[config.mk]
export PLATFORM = sky130hd
export DESIGN_NAME = eta_poly_pack
export DESIGN_NICKNAME = d
export VERILOG_FILES = /design/src/rtl/eta_poly_pack.sv
export SDC_FILE = /design/constraint.sdc
export NUM_CORES = 2
export LEC_CHECK = 0
export ABC_AREA = 1
export CORE_MARGIN = 5
export CORE_UTILIZATION = 25
export CTS_BUF_LIST = sky130_fd_sc_hd__clkbuf_4
export CTS_CLUSTER_DIAMETER = 40
export DETAILED_ROUTE_END_ITERATION = 10
export SLEW_MARGIN = 20
export SYNTH_ARGS = -nofsm -noshare
export SYNTH_HDL_FRONTEND = slang
export SYNTH_SLANG_ARGS = --single-unit
export TNS_END_PERCENT = 20
[constraint.sdc]
create_clock -name clk -period 3.1 [get_ports clk]
set_input_delay 0.465 -clock clk [delete_from_list [all_inputs] [get_ports clk]]
set_output_delay 0.465 -clock clk [all_outputs]
set_load 0.01 [all_outputs]
[src/rtl/eta_poly_pack.sv]
// rtl/eta_poly_pack.sv - packs a polynomial of small signed coefficients into a stream of fixed-width words
// Each coefficient c becomes (ETA - c) mod 2^B, concatenated LSB first and emitted one word per handshake.
module eta_poly_pack #(
   parameter int N             = 256,
   parameter int ETA           = 2,
   parameter int COEFF_WIDTH   = 4,
   parameter int DATA_OUT_BITS = 64
) (
   input  logic                       clk,
   input  logic                       rst,
   input  logic                       start,
   input  logic [COEFF_WIDTH*N-1:0]   poly_in,
   output logic [DATA_OUT_BITS-1:0]   data_out,
   output logic                       out_valid,
   input  logic                       out_ready,
   output logic                       busy,
   output logic                       done,
   output logic                       err
);

   localparam int B     = (ETA == 4) ? 4 : 3;
   localparam int WORDS = N * B / DATA_OUT_BITS;
   localparam int CW    = (WORDS > 1) ? $clog2(WORDS) : 1;
   localparam int EW    = COEFF_WIDTH + 2;
   localparam logic signed [EW-1:0] ETA_S   = EW'(ETA);
   localparam logic        [CW-1:0] CNT_END = CW'(WORDS - 1);

   typedef enum logic [1:0] {S_IDLE, S_SEND, S_DONE} state_t;

   state_t                     state_q, state_d;
   logic [CW-1:0]              cnt_q, cnt_d;
   logic [COEFF_WIDTH*N-1:0]   poly_q, poly_d;
   logic [DATA_OUT_BITS-1:0]   data_q, data_d;
   logic                       valid_q, valid_d;
   logic                       busy_q, busy_d;
   logic                       done_q, done_d;
   logic                       err_q, err_d;

   logic                       accept_start;
   logic [COEFF_WIDTH*N-1:0]   src;
   logic [N*B-1:0]             packed_bits;
   logic                       bad;
   logic signed [EW-1:0]       c_ext;
   logic signed [EW-1:0]       p_ext;

   assign accept_start = (state_q == S_IDLE) && start;
   // On the accepting cycle the latch is not yet loaded, so word 0 is packed straight from poly_in.
   assign src = accept_start ? poly_in : poly_q;

   always_comb begin
      packed_bits = '0;
      bad         = 1'b0;
      c_ext       = '0;
      p_ext       = '0;
      for (int i = 0; i < N; i++) begin
         c_ext = {{2{src[i*COEFF_WIDTH+COEFF_WIDTH-1]}}, src[i*COEFF_WIDTH +: COEFF_WIDTH]};
         p_ext = ETA_S - c_ext;
         packed_bits[i*B +: B] = p_ext[B-1:0];
         if ((c_ext > ETA_S) || (c_ext < -ETA_S)) begin
            bad = 1'b1;
         end
      end
   end

   always_comb begin
      state_d = state_q;
      cnt_d   = cnt_q;
      poly_d  = poly_q;
      valid_d = valid_q;
      busy_d  = busy_q;
      done_d  = 1'b0;
      err_d   = err_q;
      case (state_q)
         S_IDLE: begin
            if (start) begin
               state_d = S_SEND;
               cnt_d   = '0;
               poly_d  = poly_in;
               valid_d = 1'b1;
               busy_d  = 1'b1;
               err_d   = bad;
            end
         end
         S_SEND: begin
            if (valid_q && out_ready) begin
               if (cnt_q == CNT_END) begin
                  state_d = S_DONE;
                  valid_d = 1'b0;
                  done_d  = 1'b1;
                  cnt_d   = '0;
               end else begin
                  cnt_d = cnt_q + 1'b1;
               end
            end
         end
         S_DONE: begin
            state_d = S_IDLE;
            busy_d  = 1'b0;
         end
         default: begin
            state_d = S_IDLE;
            valid_d = 1'b0;
            busy_d  = 1'b0;
         end
      endcase
      data_d = valid_d ? packed_bits[cnt_d*DATA_OUT_BITS +: DATA_OUT_BITS] : '0;
   end

   always_ff @(posedge clk) begin
      if (rst) begin
         state_q <= S_IDLE;
         cnt_q   <= '0;
         poly_q  <= '0;
         data_q  <= '0;
         valid_q <= 1'b0;
         busy_q  <= 1'b0;
         done_q  <= 1'b0;
         err_q   <= 1'b0;
      end else begin
         state_q <= state_d;
         cnt_q   <= cnt_d;
         poly_q  <= poly_d;
         data_q  <= data_d;
         valid_q <= valid_d;
         busy_q  <= busy_d;
         done_q  <= done_d;
         err_q   <= err_d;
      end
   end

   assign data_out  = data_q;
   assign out_valid = valid_q;
   assign busy      = busy_q;
   assign done      = done_q;
   assign err       = err_q;

endmodule

==> impl_results.md <==
* Status: complete, but fails checks
* Failing checks: setup timing
* Rows at between 150 and 200
* Static leakage at around 56 nW
* Rel. slew slack at between 30% and 40%
* Root Driver: clkbuf_4
* Worst Hold Class: in -> reg
* Crit Path Max Fanout at 16
* First-pass GRT wire length at 613200 µm
* DRT iter0 DRCs at around 8.7k
* Sw Ratio at around two fifths
* Fin cells at between 15k and 20k
* Max Clk Rate at 308.9 MHz
* Seq/Total Area, Yosys at roughly 32%
* Detailed-route via count at 85.99k
* Worst setup margin at -137.7 ps
* Num CTS Buffers at between 300 and 400
* Synth top area share at approximately 32%
* Pin count of the biggest net entering global routing at roughly 180
* Number of global-route vias before repair at 80.39k
* Detail-routed via count per cell at around 4.7
* Final setup fails at 21
* Worst-path clk slew at ~60 ps
* Crit Path Class: reg -> reg
* Final core occ at a little over two fifths
* DR pass1 iterations at 7
* Tot GR Track Use at a little under a third
* Final TNS setup at -1073 ps
* Sw power at 20.11 mW
* Final Wtd Congestion at roughly 1
* Placed Cells at around 17k
* Antenna violations before repair at around 370
* CP Capture Type: flip-flop
* Routed Wire Length at ~460000 µm
* Dpl hpwl at roughly 370000 µm
* RSZ-0062 raised after global routing: true
* Syn-to-layout area delta at 66.44%
* Area leader, netlist: dfxtp_1
* Startpoint types: flip-flop
* Share of cells above drive strength 1 at 20.68%
* Final period util at 104.4%
* P_int at approximately 32 mW
* Final #Nets at between 15k and 20k
* Clock power share at between 20% and 30%
* CTS tree: yes
* Routed Antenna Nets at 0
* Tightest Pin Transition at 974.4 ps
* CTS H-tree lvls at 5
* Core area at 0.2731 mm²
* Hold slack at between 90 and 100 ps
* CP cell instances: nor2_4, nand2_8, buf_12, inv_16, buf_16, or2_2, o21ai_4, inv_1, ha_2, xnor2_2, a21oi_2, o21ai_2, o211ai_1, buf_4, o211ai_1, a21oi_1, buf_4
* Most common cell in the netlist: nand2_1
* Flop pwr share at around 30%
* # IOs at approximately 1.1k
* Initial core utilization at 25.06%
* Hold path startpoint: poly_in[14]
* Syn avg cell area at 6.403 µm²
* Die Ht at approximately 530 µm
* Final hold viol count at 0
* Residual DRC at 0
* Worst Skew at ~150 ps
* Filler cells at approximately 28k
* Crit path launch: state_q[0]
* Post-Synthesis Cells at 10.69k
* Synthesized flop and latch total at 1098
* Wire per inst at 24.88 µm
* Post-synth EDFFs at 0
* Share of power burned in combinational logic at around two fifths
* Clock Sinks at 1098
* Slowest cell delay on critical path at 350 ps
* Post-synth top cells: nand2_1, inv_1, nor2_1
* Worst EP required at about 4400 ps
* Mapped Area at 0.06845 mm²
* Syn_nets at about 12k
* VDD IR max at ~0.28 mV
* Latest clock arrival within the worst-skew pair at roughly 1400 ps
* Pwr dens at between 400 and 500 mW/mm²
* Fin crit period at about 3200 ps
* Ys flop type: dfxtp_1
* DIE AREA at about 0.28 mm²
* Ys async rst share at 0%
* Top cells by area, synth: dfxtp_1, nand2_1, ha_1, inv_1, nor2_1
* Port bufs at 1095
* Clk buf depth at 4
* Number of synthesis warnings at 0
* Cell variety after synth at 35
* Reg-to-Reg Start: state_q[0]
* Max Slew Vio Count at 0
* Horiz. Die Dim at 533.3 µm
* Max-Cap Viols at 0
* WP data arrival at 4540 ps
* Max stage delay cell, worst path: dfxtp_2
* GRT overflow at 0
[cells by family after synthesis]
logic type	after synthesis	synth area share, %
AO/OA/AOI/OAI	1555	12.15
XOR/XNOR	212	2.713
adder cells (fa/ha/maj)	513	9.377
buffers and inverters	2092	12.06
flip-flops	1098	32.11
multiplexers	1	0.01462
AND/OR/NAND/NOR	5220	31.57
[layout by cell type (no fill, tap or decap), types with 51 or more instances in the layout]
cell type	count
buf_12	168
ha_1	506
o211ai_1	92
o21ai_1	447
xnor2_1	121
clkinv_1	52
clkbuf_4	494
or2_2	260
clkdlybuf4s50_1	1088
o21ai_2	134
nand3_1	325
nand2_1	3030
nand2_2	51
o21ai_0	424
inv_1	1494
buf_4	1564
nor2_1	1202
diode_2	219
xor2_1	62
dlygate4sd3_1	957
and2_1	64
nand3b_1	178
dfxtp_1	1081
a21oi_1	378
[critical path: cells and delay by family, from the launching register on]
family / cells / cell delay (ps)
adders and majority gates: 1 / 200
buffers and inverters: 6 / 850
xor gates and xnor gates: 1 / 160
DFF: 1 / 350
AOI/OAI and AO/OA: 6 / 1070
and+or+nand+nor: 3 / 510
[area by class of cell]
| cell class | instances | area (µm²) | share of cell area (%) |
|---|---|---|---|
| sequential | 1098 | 22000 | 19.32 |
| tap | 3589 | 4491 | 3.942 |
| timing repair buffer | 3848 | 36980 | 32.46 |
| clock buffer | 494 | 3709 | 3.255 |
| timing repair inverter | 2 | 31.28 | 0.02746 |
| antenna | 219 | 548.0 | 0.4810 |
| inverter | 1535 | 5803 | 5.094 |
| clock inverter | 89 | 589.3 | 0.5173 |
| multi-input combinational | 7502 | 39770 | 34.91 |
[metal layers]
metal | up-vias | routed length (µm) | track usage [%]
met5 | - | 996 | 0
li1 | 40730 | - | -
met1 | 39620 | 186000 | 38.54
met3 | 1219 | 43630 | 7.934
met2 | 4268 | 193000 | 46.65
met4 | 164 | 33550 | 17.94
[stage by stage]
stage | area [µm²] | setup WS [ps] | power, mW
5_1_grt | 113700 | -179.6 | 54.86
2_1_floorplan | 68450 | 360.1 | 23.46
4_1_cts | 112100 | -145.7 | 51.99
6_report | 113900 | -137.7 | 52.58
3_5_place_dp | 96850 | -830.1 | 34.88
3_3_place_gp | 96840 | -1434 | 34.81
[power groups by stage]
stage                     registers [mW]  logic [mW]  clock network (mW)
after global placement              15.9        18.9                   0
final                               15.6        21.6                15.4
after CTS                           15.6        20.8                15.6
after detailed placement            15.9        19.0                   0
after global routing                15.7        22.8                16.3
after floorplan                     15.8        7.69                   0
[flip-flops by register name (all words and copies together), names as in the netlist]
| name | cells |
|---|---|
| state_q | 2 |
| busy | 1 |
| err | 1 |
| data_out | 64 |
| out_valid | 1 |
| cnt_q | 4 |
| poly_q | 1024 |
| done | 1 |
[repair_timing]
action                                  CTS  global route
endpoints found under the hold margin  1011             0
hold buffers                            957             0
setup buffers                            24             4
cloned                                   13             7
pin swaps                                28            56
setup endpoints to repair                74            63
resized for setup                       211           316
[final timing paths]
check | slack (ps) | end | cells past startpoint
min reg2reg | 470 | poly_q[217] | 2
max | -140 | data_out[40] | 17
min | 90 | poly_q[14] | 6
max reg2reg | -140 | data_out[40] | 17
Power figures use the tool's default switching activity.
